==> src/rtl/i2c_byte_fifo.sv <==
`default_nettype none
// +--------------------------------------------------------------------------+
// | Module      : i2c_byte_fifo                                              |
// | Description : Synchronous first-word-fall-through byte FIFO used as the  |
// |               I2C TX and RX buffer. Also builds the 8-bit status byte    |
// |               read back through the APB status register.                 |
// | Options     : I2C_FIFO_FLUSH_EN adds flush_i and the flush_busy status.  |
// | Revision    : 1.0 - initial release                                      |
// +--------------------------------------------------------------------------+
module i2c_byte_fifo #(
  parameter int DATA_WIDTH = 8,
  parameter int ADDR_WIDTH = 4,
  parameter int AFULL_LVL  = 12,
  parameter int AEMPTY_LVL = 2
) (
  input  logic                  pclk_i,
  input  logic                  preset_i,
  input  logic                  wr_en_i,
  input  logic [DATA_WIDTH-1:0] data_i,
  input  logic                  rd_en_i,
  output logic [DATA_WIDTH-1:0] data_o,
  output logic [ADDR_WIDTH:0]   count_o,
  output logic                  full_o,
  output logic                  empty_o,
  output logic [7:0]            status_o,
`ifdef I2C_FIFO_FLUSH_EN
  input  logic                  flush_i,
`endif
  input  logic                  clr_err_i
);

  localparam int                C_DEPTH  = 1 << ADDR_WIDTH;
  localparam logic [ADDR_WIDTH:0] C_ONE    = {{ADDR_WIDTH{1'b0}}, 1'b1};
  localparam logic [ADDR_WIDTH:0] C_AFULL  = AFULL_LVL[ADDR_WIDTH:0];
  localparam logic [ADDR_WIDTH:0] C_AEMPTY = AEMPTY_LVL[ADDR_WIDTH:0];

  logic [DATA_WIDTH-1:0] r_mem [C_DEPTH];
  logic [ADDR_WIDTH:0]   r_wr_ptr;
  logic [ADDR_WIDTH:0]   r_rd_ptr;
  logic [ADDR_WIDTH:0]   r_count;
  logic                  r_ovf;
  logic                  r_udf;

  logic w_full;
  logic w_empty;
  logic w_afull;
  logic w_aempty;
  logic w_push_ok;
  logic w_pop_ok;
  logic w_ovf_evt;
  logic w_udf_evt;
  logic w_flush;
  logic w_flush_busy;

`ifdef I2C_FIFO_FLUSH_EN
  logic r_flush_busy;

  assign w_flush      = flush_i;
  assign w_flush_busy = r_flush_busy;

  // flush_busy is a one-cycle echo of the flush edge
  always_ff @(posedge pclk_i) begin
    if (preset_i) begin
      r_flush_busy <= 1'b0;
    end else begin
      r_flush_busy <= flush_i;
    end
  end
`else
  assign w_flush      = 1'b0;
  assign w_flush_busy = 1'b0;
`endif

  // Full when pointers match except for the wrap bit, empty when identical
  assign w_empty  = (r_wr_ptr == r_rd_ptr);
  assign w_full   = (r_wr_ptr[ADDR_WIDTH] != r_rd_ptr[ADDR_WIDTH]) &&
                    (r_wr_ptr[ADDR_WIDTH-1:0] == r_rd_ptr[ADDR_WIDTH-1:0]);
  assign w_afull  = (r_count >= C_AFULL);
  assign w_aempty = (r_count <= C_AEMPTY);

  // A push into a full FIFO is still accepted when a pop frees the head slot
  // in the same cycle; the write lands exactly in the slot being vacated.
  assign w_pop_ok  = rd_en_i && !w_empty;
  assign w_push_ok = wr_en_i && (!w_full || rd_en_i);
  assign w_ovf_evt = wr_en_i && w_full && !rd_en_i;
  assign w_udf_evt = rd_en_i && w_empty;

  assign data_o   = w_empty ? {DATA_WIDTH{1'b0}} : r_mem[r_rd_ptr[ADDR_WIDTH-1:0]];
  assign count_o  = r_count;
  assign full_o   = w_full;
  assign empty_o  = w_empty;
  assign status_o = {1'b0, w_flush_busy, r_udf, r_ovf, w_afull, w_aempty, w_full, w_empty};

  // Storage write; array contents are deliberately left unreset
  always_ff @(posedge pclk_i) begin
    if (!preset_i && !w_flush && w_push_ok) begin
      r_mem[r_wr_ptr[ADDR_WIDTH-1:0]] <= data_i;
    end
  end

  // Pointer, occupancy and sticky error bookkeeping
  always_ff @(posedge pclk_i) begin
    if (preset_i) begin
      r_wr_ptr <= '0;
      r_rd_ptr <= '0;
      r_count  <= '0;
      r_ovf    <= 1'b0;
      r_udf    <= 1'b0;
    end else if (w_flush) begin
      // Flush discards contents but keeps the sticky error history
      r_wr_ptr <= '0;
      r_rd_ptr <= '0;
      r_count  <= '0;
    end else begin
      if (w_push_ok) begin
        r_wr_ptr <= r_wr_ptr + C_ONE;
      end
      if (w_pop_ok) begin
        r_rd_ptr <= r_rd_ptr + C_ONE;
      end
      case ({w_push_ok, w_pop_ok})
        2'b10:   r_count <= r_count + C_ONE;
        2'b01:   r_count <= r_count - C_ONE;
        default: r_count <= r_count;
      endcase
      // A fresh error in the clear cycle wins over the clear
      if (w_ovf_evt) begin
        r_ovf <= 1'b1;
      end else if (clr_err_i) begin
        r_ovf <= 1'b0;
      end
      if (w_udf_evt) begin
        r_udf <= 1'b1;
      end else if (clr_err_i) begin
        r_udf <= 1'b0;
      end
    end
  end

endmodule
`default_nettype wire

==> config.mk <==
export PLATFORM = sky130hd
export DESIGN_NAME = i2c_byte_fifo
export DESIGN_NICKNAME = d
export VERILOG_FILES = /design/src/rtl/i2c_byte_fifo.sv
export SDC_FILE = /design/constraint.sdc
export NUM_CORES = 1
export LEC_CHECK = 0
export ABC_AREA = 1
export CORE_MARGIN = 2
export CORE_UTILIZATION = 60
export DETAILED_ROUTE_END_ITERATION = 10
export PLACE_DENSITY = 0.8
export SYNTH_ARGS = -nofsm -noshare
export SYNTH_HDL_FRONTEND = slang
export SYNTH_SLANG_ARGS = --single-unit
==> constraint.sdc <==
create_clock -name pclk_i -period 2.9 [get_ports pclk_i]
set_input_delay 0.87 -clock pclk_i [delete_from_list [all_inputs] [get_ports pclk_i]]
set_output_delay 0.87 -clock pclk_i [all_outputs]
set_load 0.02 [all_outputs]
; After elaboration in Yosys (flattened, before gate mapping)
; Memories as Yosys holds them, arrays and structs flattened. A register that Yosys moved wholly into a read port is not among the register bits.
; Cells that the tools add are included.
[word_totals]
reg_bits = 17
ramBits = 128
in_bits = 13
out_inout_bits = 23
wordCells = 41
memories = 1
[classes]
add_sub_neg = 4
magnitude_cmp = 2
n_eq_ne = 5
muxes = 9
n_reduce_logical = 15
[mem_list]
columns = memory, words, width, read_ports, rd_clocked_by_memory_dff, wr, line_no
row1 = r_mem, 16, 8, 1, 1, 1, 37  ; logic [DATA_WIDTH-1:0] r_mem [C_DEPTH];
[op_table]
columns = op, count
row1 = $add A5 B1 Y5 const B, 3
row2 = $pmux W5 S2, 1
row3 = $mux W4, 2
row4 = $mux W8, 1
row5 = $logic_and A1 B1 Y1, 7
row6 = $reduce_bool A2 Y1, 3
row7 = $eq A5 B5 Y1, 1
row8 = $ge A5 B4 Y1 const B, 1
row9 = $le A5 B2 Y1 const B, 1
row10 = $mux W1, 5
row11 = $sub A5 B1 Y5 const B, 1
row12 = $eq A4 B4 Y1, 1
row13 = $logic_not A1 Y1, 4
row14 = $eq A2 B1 Y1 const B, 1
row15 = $eq A2 B2 Y1 const B, 1
row16 = $logic_or A1 B1 Y1, 1
row17 = $ne A1 B1 Y1, 1

; Depth between registers and ports, before layout
[logic_depth]
ltp_word = 8
depth_mapped = 16
ltp_nobuf = 15

; Worst setup path after synthesis
; Ideal clock, no wire load.
[synth_path]
path_kind = input to register
start = in wr_en_i
end = reg r_count[4], in the netlist count_o[4]
setup_time_ps = 134
t_arrival_ps = 2418
t_required_ps = 2766
setup_slack_ps = 348
path_stages = 10
path_cell_list = clkbuf_1 -> nand2_4 -> ha_1 -> fa_1 -> nand2_1 -> nand2_1 -> a21oi_1 -> nor2_1 -> o21ai_0 -> a21oi_1
[synth_between]
elab_chain_len = 3
word_cells_on_any_way = 5
classes_between = eq/ne (2) / mux (1) / reduce/logical (2)
[synth_lines]
columns = element, line_no
row1 = "start, declared", 18  ; input logic wr_en_i,
row2 = $logic_and A1 B1 Y1 (*), 84  ; assign w_push_ok = wr_en_i && (!w_full || rd_en_i);
row3 = $eq A2 B1 Y1 / $eq A2 B2 Y1 (equally long branches), 121  ; case ({w_push_ok, w_pop_ok})
row4 = $pmux W5 S2 / $reduce_bool A2 Y1 (equally long branches), --
row5 = "end signal, assigned", 122  ; 2'b10: r_count <= r_count + C_ONE;
row6 = "end signal, assigned", 123  ; 2'b01: r_count <= r_count - C_ONE;
row7 = "end signal, assigned", 124  ; default: r_count <= r_count;
row8 = "end, declared", 40  ; logic [ADDR_WIDTH:0] r_count;
; Mark *: on every way between the ends. The rest lies on a longest branch, timed or not.
; A chain may end at the register's enable or synchronous reset.

==> metrics.md <==
| Metric | Value |
|---|---|
| Die Wd | `109 microns` |
| Number of remaining DRC errors | `0` |
| Fin cells | `826` |
| Register bit total from synthesis | `149` |
| Area grow syn2layout | `22.8%` |
| Metal-1 WL | `between 5000 and 6000 microns` |
| Worst Path Class, Setup | `register to output pin` |
| Hold WC Path Type | `register to register` |
| Routed length on met2 | `between 8000 and 9000 microns` |
| Comb power frac | `0.181` |
| Clock Skew | `0.00921 ns` |
| Reg2reg end | `count_o[3]$_SDFFE_PP0P_` |
| Worst setup EP type | `output pin` |
| Clk sinks | `149` |
| DP HPWL | `8730 microns` |
| R2R setup slack | `0.33 ns` |
| RSZ-0062 raised after global routing | `yes` |
| Initial antenna violation count | `0` |
| Main area contributors after synthesis | `edfxtp_1 58%, dfxtp_1 6.3%, nand2_1 5.0%` |
| Slowest CP cell | `dfxtp_4` |
| Crit-path cells | `buf_12, buf_12, o211ai_1, nand3_1, o21ai_1, nand2_1, nand2_1, nor2_1, buf_4` |
| Mapped cell area | `6640 sq um` |
| Total Routing Usage GR | `0.292` |
| H-tree levels | `4` |
| Clk root buf | `clkbuf_8` |
| GPL Wtd Cong | `0.819` |
| Yosys cell types | `37` |
| Worst-Margin Slew | `0.694 ns` |
| P_sw | `0.00153 W` |
| Syn. warnings | `0` |
| Dpl cells | `783` |
| Max incr delay on CP | `0.37 ns` |
| CP Data Required Time | `roughly 2.0 ns` |
| Largest delay share family, worst path | `buffers and inverters` |
| Hold Crit Start | `r_udf$_SDFFE_PP0P_` |
| Max-slew violation total from the final report | `0` |
| FMAX | `0.332 GHz` |
| Ant diodes | `0` |
| Async set or reset register ratio after synthesis | `0` |
| Via count of the first global-routing pass | `4906` |
| Clock power frac | `0.402` |
| VDD IR max | `0.435 mV` |
| Worst-path clk slew | `around 0.060 ns` |
| # setup viols final | `5` |
| Worst Setup EP | `data_o[3]` |
| Vias | `4914` |
| Slew headroom | `0.536` |
| Final ANT Viol Nets | `0` |
| Sequential share of the synthesized area | `0.642` |
| Synth area leader | `edfxtp_1` |
| Design Power | `slightly below 0.006 W` |
| Initial DRC count | `between 500 and 600` |
| Crit start category | `register` |
| Worst Path Buf+Inv | `3` |
| Most frequent cell after synthesis | `edfxtp_1` |
| Area of the core | `10800 sq um` |
| Nets | `696` |
| Post-synth top area share | `0.579` |
| Syn_area_per_cell | `roughly 11 sq um` |
| Failing checks | `setup timing` |
| CTS Hold Bufs | `0` |
| Syn Inst Count | `between 600 and 700` |
| P per Cell Area | `713 nW/um^2` |
| Status | `complete, but fails checks` |
| Cell-internal power | `0.00428 W` |
| Largest net degree at the start of global routing | `33` |
| Most frequent cells after synthesis | `128 x edfxtp_1, 89 x nand2_1, 82 x inv_1` |
| Crit path depth | `9` |
| CTS tree | `built` |
| DR WL met3 | `1340 microns` |
| DIE HEIGHT | `109 microns` |
| Layout cell share with drive strength beyond 1 | `0.200` |
| CTS Buf Count | `17` |
| Clk buf depth | `2` |
| Number of synthesized flops with an enable pin | `128` |
| Final Cycle Share | `1.04` |
| Max-Cap Viols | `0` |
| Overflow after GRT | `0` |
| Final worst slack | `-0.108 ns` |
| Net Sw Frac | `0.264` |
| Worst path arrival time | `2.14 ns` |
| Max layer used | `met4` |
| # IOs | `36` |
| Ys flop type | `edfxtp_1` |
| Sequential power share | `0.417` |
| Reg2reg start | `r_rd_ptr[0]$_SDFFE_PP0P_` |
| Final min period | `3.01 ns` |
| Final Hold Vio Count | `0` |
| Worst reg-to-reg path cell count | `15` |
| Die area | `~12000 sq um` |
| Crit Path Max Fanout | `10` |
| Fillers | `around 650` |
| Worst-skew pair later-pin latency | `about 0.53 ns` |
| IO Port Bufs | `33` |
| Drt via density | `5.95` |
| Global-route wire length before repair | `25400 microns` |
| Pleak | `3.13 nW` |
| Std cell rows | `38` |
| WL/cell | `20.0 microns` |
| Starting density of the core | `0.612` |
| Routed Wire Length | `between 15000 and 20000 microns` |
| Pre-antenna DRT Iters | `5` |
## worst min path at each step
stage	to	depth (start not counted)
2_1_floorplan	r_ovf$_SDFFE_PP0P_	2
3_3_place_gp	r_ovf$_SDFFE_PP0P_	2
3_5_place_dp	r_udf$_SDFFE_PP0P_	2
4_1_cts	r_udf$_SDFFE_PP0P_	2
5_1_grt	r_ovf$_SDFFE_PP0P_	2
6_report	r_udf$_SDFFE_PP0P_	2
## per-layer routing
layer | vias to the layer above | GRT usage
met5 | - | 0
met4 | 0 | 0.191
met3 | 77 | 0.0687
met2 | 304 | 0.484
met1 | 2326 | 0.339
li1 | 2207 | -
## cell usage in the layout, fill, tap and decap left out, drive strengths merged
cell type and n:
a2111oi 1, a21oi 61, and2 1, buf 48, bufbuf 1, bufinv 5
clkbuf 22, clkdlybuf4s50 20, clkinv 8, clkinvlp 4, conb 2, dfxtp 21
dlymetal6s2s 1, edfxtp 128, fa 1, ha 9, inv 89, nand2 95
nand3 35, nand3b 1, nand4 1, nor2 37, nor3 5, o211ai 24
o21ai 55, o21bai 1, xnor2 4, xor2 6
## layout make-up
cell class,count,area [sq um],share of cell area
flip-flops and latches,149,4280,0.525
repair buffers,75,808,0.0992
inverters,91,348,0.0427
clock buffers,17,414,0.0508
well taps,140,175,0.0215
multi-input cells,339,1920,0.235
clock inverters,15,211,0.0259
## power by group through the flow
| stage | logic, W | registers [W] | clock network [W] |
|---|---|---|---|
| detailed placement | 0.000858 | 0.00246 | 0 |
| floorplan | 0.000548 | 0.00246 | 0 |
| global route | 0.00113 | 0.00243 | 0.00241 |
| finish | 0.00105 | 0.00242 | 0.00233 |
| CTS | 0.000990 | 0.00242 | 0.00233 |
| global placement | 0.000826 | 0.00246 | 0 |
## cells by family after synthesis
logic type | Yosys count | share of synthesized area
other | 1 | 0.000565
AO/OA/AOI/OAI | 142 | 0.118
XOR/XNOR | 10 | 0.0143
buffers and inverters | 127 | 0.0795
adder cells (fa/ha/maj) | 10 | 0.0200
flip-flops | 149 | 0.642
AND/OR/NAND/NOR | 175 | 0.126
## repair_timing
action | 4_1_cts | 5_1_grt
buffers inserted | 3 | 3
cloned | 5 | 1
endpoints found under the setup margin | 12 | 13
pin swaps | 3 | 13
gates resized for setup | 61 | 49
## worst min-delay path: stages, from the launching register on
cell     delay, ns
dfxtp_1       0.32
nand2_1       0.06
a21oi_1       0.05
## sequential cells by signal (all words and copies together), names as in the netlist, named ones only
name and flops:
r_udf 1, r_wr_ptr 5, count_o 5, r_rd_ptr 5, r_ovf 1, r_mem 128
## through the flow
step                hold slack [ns]  instance area [sq um]  utilization  worst slack [ns]  setup TNS [ns]
floorplan                     0.444                   6640            -             0.348               0
global placement              0.455                   7250        0.669            0.0292               0
detailed placement            0.466                   7250        0.669           -0.0471         -0.0825
CTS                           0.478                   8070        0.744            -0.106          -0.426
global route                  0.502                   8150        0.752            -0.183          -0.779
finish                        0.477                   8150        0.752            -0.108          -0.245
Power figures use the tool's default switching activity.
